--- src/rtl/sobol_int_to_fp_pipe.sv ---
// Unsigned integer to {exponent, mantissa} float converter, 2-stage valid/ready pipeline.
// Define SOBOL_FP_ROUND_EN for round-half-up with mantissa carry/saturation; default truncates.
module sobol_int_to_fp_pipe #(
  parameter int IN_W  = 32,
  parameter int MAN_W = 11,
  parameter int EXP_W = 5
) (
  input  logic                   clk,
  input  logic                   rst_n,
  input  logic                   clr,
  input  logic                   in_valid,
  output logic                   in_ready,
  input  logic [IN_W-1:0]        in_data,
  output logic                   out_valid,
  input  logic                   out_ready,
  output logic [EXP_W+MAN_W-1:0] out_data,
  output logic [15:0]            conv_cnt
);

  localparam int OUT_W = EXP_W + MAN_W;

  if ((2 ** EXP_W) < IN_W) begin : g_exp_w_chk
    $error("EXP_W too small to encode every bit index of IN_W");
  end
  if (IN_W < 16 || IN_W > 64) begin : g_in_w_chk
    $error("IN_W out of range 16..64");
  end
  if (MAN_W < 4 || MAN_W > IN_W - 1) begin : g_man_w_chk
    $error("MAN_W out of range 4..IN_W-1");
  end

  // Index of the top set bit, floored at MAN_W-1 so small inputs keep a full-width mantissa.
  function automatic logic [EXP_W-1:0] lead_one(input logic [IN_W-1:0] d);
    logic [EXP_W-1:0] e;
    e = EXP_W'(MAN_W - 1);
    for (int i = MAN_W; i < IN_W; i++)
      if (d[i]) e = EXP_W'(i);
    return e;
  endfunction

  function automatic logic [OUT_W-1:0] pack_fp(input logic [IN_W-1:0] d,
                                               input logic [EXP_W-1:0] e);
    logic [EXP_W-1:0] shamt;
    logic [MAN_W-1:0] mant;
    logic [EXP_W-1:0] e_out;
`ifdef SOBOL_FP_ROUND_EN
    logic             rnd;
    logic [MAN_W:0]   sum;
`endif
    shamt = e - EXP_W'(MAN_W - 1);
    mant  = MAN_W'(d >> shamt);
    e_out = e;
`ifdef SOBOL_FP_ROUND_EN
    rnd = (shamt != '0) && (((d >> (shamt - EXP_W'(1))) & IN_W'(1)) != '0);
    sum = {1'b0, mant} + (MAN_W + 1)'(rnd);
    // A carry renormalises; at the top exponent there is no room, so clamp instead.
    if (sum[MAN_W]) begin
      if (e == EXP_W'(IN_W - 1)) begin
        mant = '1;
      end else begin
        mant  = {1'b1, {(MAN_W - 1){1'b0}}};
        e_out = e + EXP_W'(1);
      end
    end else begin
      mant = sum[MAN_W-1:0];
    end
`endif
    return {e_out, mant};
  endfunction

  logic             vld_p1, vld_p2;
  logic [IN_W-1:0]  data_p1;
  logic [EXP_W-1:0] exp_p1;
  logic [OUT_W-1:0] data_p2;
  logic             adv_p2;
  logic             in_fire;

  assign adv_p2    = !vld_p2 || out_ready;
  assign in_ready  = !clr && (!vld_p1 || adv_p2);
  assign in_fire   = in_valid && in_ready;
  assign out_valid = vld_p2;
  assign out_data  = data_p2;

  always_ff @(posedge clk or negedge rst_n) begin
    if (!rst_n) begin
      vld_p1 <= 1'b0;
      vld_p2 <= 1'b0;
    end else if (clr) begin
      vld_p1 <= 1'b0;
      vld_p2 <= 1'b0;
    end else begin
      if (in_ready) vld_p1 <= in_valid;
      if (adv_p2)   vld_p2 <= vld_p1;
    end
  end

  // Stage 1: capture sample and leading-one position
  always_ff @(posedge clk) begin
    if (in_fire) begin
      data_p1 <= in_data;
      exp_p1  <= lead_one(in_data);
    end
  end

  // Stage 2: normalise into {exponent, mantissa}
  always_ff @(posedge clk or negedge rst_n) begin
    if (!rst_n)                 data_p2 <= '0;
    else if (vld_p1 && adv_p2)  data_p2 <= pack_fp(data_p1, exp_p1);
  end

  always_ff @(posedge clk or negedge rst_n) begin
    if (!rst_n)                       conv_cnt <= '0;
    else if (clr)                     conv_cnt <= '0;
    else if (out_valid && out_ready)  conv_cnt <= conv_cnt + 16'd1;
  end

endmodule

--- config.mk ---
export PLATFORM = sky130hd
export DESIGN_NAME = sobol_int_to_fp_pipe
export DESIGN_NICKNAME = d
export VERILOG_FILES = /design/src/rtl/sobol_int_to_fp_pipe.sv
export SDC_FILE = /design/constraint.sdc
export NUM_CORES = 1
export LEC_CHECK = 0
export CAP_MARGIN = 40
export CORE_MARGIN = 4
export CORE_UTILIZATION = 49
export CTS_CLUSTER_DIAMETER = 100
export CTS_CLUSTER_SIZE = 12
export DETAILED_ROUTE_END_ITERATION = 6
export GPL_TIMING_DRIVEN = 0
export PLACE_DENSITY = 0.76
export SYNTH_ARGS = -nofsm -noshare
export SYNTH_HDL_FRONTEND = slang
export SYNTH_SLANG_ARGS = --single-unit
--- constraint.sdc ---
create_clock -name clk -period 2.6 [get_ports clk]
set_clock_uncertainty 0.05 [all_clocks]
set_input_delay 0.52 -clock clk [delete_from_list [all_inputs] [get_ports clk]]
set_output_delay 0.52 -clock clk [all_outputs]
set_load 0.05 [all_outputs]
# Yosys cells after proc, flatten, opt, wreduce, memory -nomap -nowiden
# Index checks and enable logic that the tools add are counted.
word_totals:
  in_bits: 37
  elab_cells: 55
  output_inout_bits: 34
  ff_bits: 71
classes:
  reduce_logical: 16
  addsub: 2
  muxes: 26
  shifts: 1
op_table:
  columns: ["operator", "n"]
  rows:
  - ["2-to-1 mux 16 bit", 2]
  - ["2-to-1 mux 4 bit", 8]
  - ["right shift 32 x 5 -> 11 bit", 1]
  - ["2-to-1 mux 5 bit", 4]
  - ["adder 16 x 1 -> 16 bit (second input constant)", 1]
  - ["OR reduction 16 bit", 1]
  - ["2-to-1 mux 3 bit", 4]
  - ["OR reduction 8 bit", 1]
  - ["2-to-1 mux 1 bit", 6]
  - ["nonzero test 2 bit", 3]
  - ["subtractor 5 x 4 -> 5 bit (second input constant)", 1]
  - ["logical AND 1 bit", 4]
  - ["2-to-1 mux 2 bit", 2]
  - ["OR reduction 4 bit", 1]
  - ["logical NOT 1 bit", 3]
  - ["logical OR 1 bit", 2]
  - ["OR reduction 2 bit", 1]

# Depth between registers and ports, before layout
# Gate-level depths: netlist (run 1).
logic_depth:
  word_depth: 20
  ltp_mapped: 13
  mapped_depth_nobuf: 8

# Worst setup path before layout (run 1)
# No wires, ideal clock.
synth_timing:
  path_type: "register to register"
  start: "reg vld_p2 (netlist: out_valid)"
  end: "reg data_p1[0] (enable)"
  stages_incl_launch_ff: 4
  setup_time_ns: 0.398
  setup_slack_ns: -0.511
  path_buffers: 0
  synth_period_minus_slack_ns: 3.111
  t_arrival_ns: 2.664
  t_required_ns: 2.152
  path_cell_list: "dfrtp_1 nor2b_1 a21oi_1 and2_1"
synth_between:
  elab_chain_len: 5
synth_lines:
  columns: ["item", "line", "source"]
  rows:
  - ["from (decl)", "71", "logic vld_p1, vld_p2;"]
  - ["from (signal assigned)", "93", "if (adv_p2) vld_p2 <= vld_p1;"]
  - ["logical NOT 1 bit", "78", "assign adv_p2 = !vld_p2 || out_ready;"]
  - ["logical OR 1 bit", "78", null]
  - ["logical OR 1 bit", "79", "assign in_ready = !clr && (!vld_p1 || adv_p2);"]
  - ["logical AND 1 bit", "79", null]
  - ["named net in_ready", "12", "output logic in_ready,"]
  - ["logical AND 1 bit", "80", "assign in_fire = in_valid && in_ready;"]
  - ["named net in_fire", "76", "logic in_fire;"]
  - ["to (signal assigned)", "100", "data_p1 <= in_data;"]
  - ["to (decl)", "72", "logic [IN_W-1:0] data_p1;"]
# The timed path passes the listed nets, and every way through them passes these cells.
# A chain may end at the register's enable or synchronous reset.

# Worst setup path in the final report (run 1)
layout_timing:
  start: "reg exp_p1[1]"
  end: "reg data_p2[3] (netlist: out_data[3])"
layout_between:
  elab_chain_len: 2
layout_lines:
  columns: ["item", "line", "source"]
  rows:
  - ["from (decl)", "73", "logic [EXP_W-1:0] exp_p1;"]
  - ["from (signal assigned)", "101", "exp_p1 <= lead_one(in_data);"]
  - ["subtractor 5 x 4 -> 5 bit", "50", "shamt = e - EXP_W'(MAN_W - 1);"]
  - ["right shift 32 x 5 -> 11 bit", "51", "mant = MAN_W'(d >> shamt);"]
  - ["to (signal assigned)", "108", "else if (vld_p1 && adv_p2) data_p2 <= pack_fp(data_p1, exp_p1);"]
  - ["to (decl)", "74", "logic [OUT_W-1:0] data_p2;"]
# Every way passes these cells.

==> impl_metrics.ini, run 1 <==
[yosys]
postSynthAreaPerCell_um2 = 10.44
synth_async_sr_flop_share_pct = 47.89
yosysWarningCount = 0
biggest_area_consumer_among_synthesized_cells = sky130_fd_sc_hd__edfxtp_1
postSynthNetCount = 455
synth_cell_type_count = 58
number_of_enable_flip_flop_cells_after_synthesis = 37
seq_area_frac_synth_pct = 45.17
synthTopCellsByArea = sky130_fd_sc_hd__edfxtp_1 (26%), sky130_fd_sc_hd__dfrtp_1 (20%), sky130_fd_sc_hd__mux2i_1 (8.1%)
syn-cell-area_mm2 = 0.004343
ys_dominant_reg_cell = sky130_fd_sc_hd__edfxtp_1
ys_top_cells_by_count = sky130_fd_sc_hd__nand2_1 (52), sky130_fd_sc_hd__nor2_1 (42), sky130_fd_sc_hd__edfxtp_1 (37)
postSynthCellCount = 416
yosys_top_cell_area_share_pct = 25.58
synth.ff_latch_count = 71
yosys.cell_count.top_type = sky130_fd_sc_hd__nand2_1

[cells_and_area]
area_growth_pct = 27.37
finalNetCount = 545
finish.utilization_pct = 63.74
fin_area_mm2 = 0.005532
post_route_cells_drive_above_1_share_pct = 15.66
number_of_antenna_diodes = 0

[global_route]
grt_pass1_wl_mm = 17.79
groute.usage.overall_pct = 22.26
grt_pass1_vias = 3497
grt_antenna_before_repair = 0
grt_overflow = 0
maximum_number_of_pins_on_one_net_before_global_route_repair = 38

[drt]
route.detailed.drc = 0
drt_pass_1_iters = 5
routed_wire_length_per_instance_um = 18.34
drt_wl_total_mm = 11.35
drtAntennaViolNets = 0
dr_total_vias = 3640
drt-vias-per-instance = 5.880
drt-initial-drc-count = 260

[floorplanning]
die_width_um = 102.1
chipHeight_um = 102.1
die_area_mm2 = 0.01043
ioPinCount = 71
placeableCoreArea_mm2 = 0.008678
placementRows = 34
floorplan.initialDensity_pct = 50.04

[place]
gpl.final_weighted_congestion = 0.9321
placed_cell_area_mm2 = 0.005171
place_hpwl_mm = 8.602
port-buffer-count = 69

[worst_setup_path]
critical_path_required_ns = 2.78
critical_path.max_stage_delay_ns = 0.42
critPathArrivalTime_ns = 2.65
worst_path_dominant_cell_family = buffers and inverters
worstSetupStartpoint = exp_p1[1]
timing.critical_path.cells = buf_6 > inv_4 > buf_8 > ha_2 > buf_6 > xor2_4 > buf_6 > mux2i_1 > mux2_2 > mux2i_1 > a221o_1
critPathKind = reg2reg
timing.critical_path.from_type = register
crit_slowest_cell = sky130_fd_sc_hd__edfxtp_1
critPathMostFrequentCell = sky130_fd_sc_hd__buf_6
timing.critical_path.buf_inv = 5
crit_fanout = 11
timing.critical_path.to_type = register
regToRegStartpoint = exp_p1[1]

[power]
clock_power_share_pct = 30.3
peak_ir_drop_on_the_vdd_network_mv = 0.3059
power.static_leakage_nw = 2.177
power_frac_seq_pct = 42.3
power_density_mw_per_mm2 = 562.5
combPwrFrac_pct = 27.4
switching_share_pct = 31.08
switchingPower_mw = 0.9670
intPower_mw = 2.145

[clock_network]
cts_made_buffers = 9
htreeDepth = 3
clock_latency_late_sink_ns = 0.35
clkSinkCount = 71
cts_max_path_buffers = 2
path_clk_slew_ns = 0.07
cts-root-buf = sky130_fd_sc_hd__clkbuf_8
clock_tree_from_tritoncts = done

[sta]
maxSlewViolCount = 0
hold_violations = 0
finalSetupViolations = 0
final.period_utilization_pct = 94.93
post-route-min-period_ns = 2.468
timing.slew.headroom_pct = 45.39
grt_setup_unrepaired = no
fmax_achieved_ghz = 0.4052
tightest_pin_transition_ns = 0.8192

[min_path]
hold_class = in2async

[run_status]
status = complete, no violations

[run]
max_capacitance_violation_count = 0
==> power groups by stage <==
| stage | registers (mW) | logic [mW] | clock network [mW] |
|---|---|---|---|
| finish | 1.32 | 0.852 | 0.943 |
| global placement | 1.33 | 0.797 | 0 |
| CTS | 1.32 | 0.830 | 0.964 |
| floorplan | 1.51 | 0.346 | 0 |
| detailed placement | 1.34 | 0.805 | 0 |
| global route | 1.33 | 0.905 | 1.00 |
==> sequential cells by signal, summed over array words and instances (netlist names) <==
register	count
data_p1	32
conv_cnt	16
out_data	16
exp_p1	5
out_valid	1
vld_p1	1
==> through the flow <==
| stage | setup TNS [ns] | hold slack, ns | total power [mW] | std cells | worst slack, ns |
|---|---|---|---|---|---|
| floorplan | 0 | 0.1744 | 1.854 | 416 | 0.02385 |
| global placement | -4.541 | 0.4110 | 2.131 | 593 | -0.5460 |
| detailed placement | -4.557 | 0.4149 | 2.146 | 593 | -0.5119 |
| CTS | 0 | 0.1985 | 3.111 | 614 | 0.02667 |
| global route | 0 | 0.2419 | 3.234 | 619 | 0.003144 |
| finish | 0 | 0.1821 | 3.112 | 619 | 0.1319 |
==> area by class of cell <==
type	count	area, µm²
Clock buffer	9	123.9
Tap cell	108	135.1
Clock inverter	7	87.58
Inverter	10	41.29
Buffer	26	200.2
Sequential cell	71	1962
Timing Repair Buffer	80	770.7
Multi-Input combinational cell	308	2211
Fill cell	758	3147
==> final timing paths <==
| path | slack, ns | to | cells past startpoint |
|---|---|---|---|
| max in group asynchronous | 1.82 | out_data[0] | 1 |
| max reg2reg | 0.13 | out_data[3] | 11 |
| max | 0.13 | out_data[3] | 11 |
| min reg2reg | 0.43 | out_data[15] | 2 |
| min in group clk | 0.43 | out_data[15] | 2 |
| min | 0.18 | conv_cnt[12] | 1 |
==> what timing repair did <==
action,in CTS,in global routing
setup buffers,5,6
hold buffers,0,0
setup endpoints to repair,12,10
resized for setup,19,7
pin swaps,3,5
==> per-layer routing <==
layer / track usage [%] / wire length [µm]
met1: 29.89 / 5016
met2: 36.73 / 5454
met3: 4.300 / 701
met4: 6.761 / 181
met5: 0 / 0
==> cells in the final DEF (no fill, tap or decap), types with 3 or more instances in the layout <==
cell type / count
sky130_fd_sc_hd__a211oi_1: 6
sky130_fd_sc_hd__a21oi_1: 27
sky130_fd_sc_hd__a31oi_1: 5
sky130_fd_sc_hd__a32oi_1: 4
sky130_fd_sc_hd__and2_1: 3
sky130_fd_sc_hd__buf_2: 6
sky130_fd_sc_hd__buf_4: 13
sky130_fd_sc_hd__buf_6: 7
sky130_fd_sc_hd__clkbuf_1: 7
sky130_fd_sc_hd__clkbuf_8: 9
sky130_fd_sc_hd__clkdlybuf4s50_1: 67
sky130_fd_sc_hd__clkinv_2: 4
sky130_fd_sc_hd__dfrtp_1: 34
sky130_fd_sc_hd__edfxtp_1: 37
sky130_fd_sc_hd__inv_1: 8
sky130_fd_sc_hd__mux2_2: 11
sky130_fd_sc_hd__mux2i_1: 35
sky130_fd_sc_hd__mux4_2: 13
sky130_fd_sc_hd__nand2_1: 52
sky130_fd_sc_hd__nand2b_1: 3
sky130_fd_sc_hd__nand3_1: 11
sky130_fd_sc_hd__nand4_1: 3
sky130_fd_sc_hd__nor2_1: 41
sky130_fd_sc_hd__nor2b_1: 8
sky130_fd_sc_hd__nor3_1: 7
sky130_fd_sc_hd__o211ai_1: 4
sky130_fd_sc_hd__o21ai_0: 17
sky130_fd_sc_hd__o21ai_1: 3
sky130_fd_sc_hd__or3_1: 4
sky130_fd_sc_hd__xnor2_1: 7
sky130_fd_sc_hd__xor2_1: 7
==> logic make-up after synthesis <==
family          count (synthesis)  synth area share (%)
buf+inv                        37                 4.725
simple gates                  144                 15.13
xor+xnor                       16                 3.573
mux                            60                 18.35
compound gates                 86                 12.47
flops                          71                 45.17
fa+ha+maj                       2                0.5761
(Power assumes the default switching activity.)
==> run 2, diff against run 1 <==
- HOLD_SLACK_MARGIN: unset -> 0.12
==> results of run 2 <==
Same layout as run 1: the final DEF is identical, and so are final timing and power.
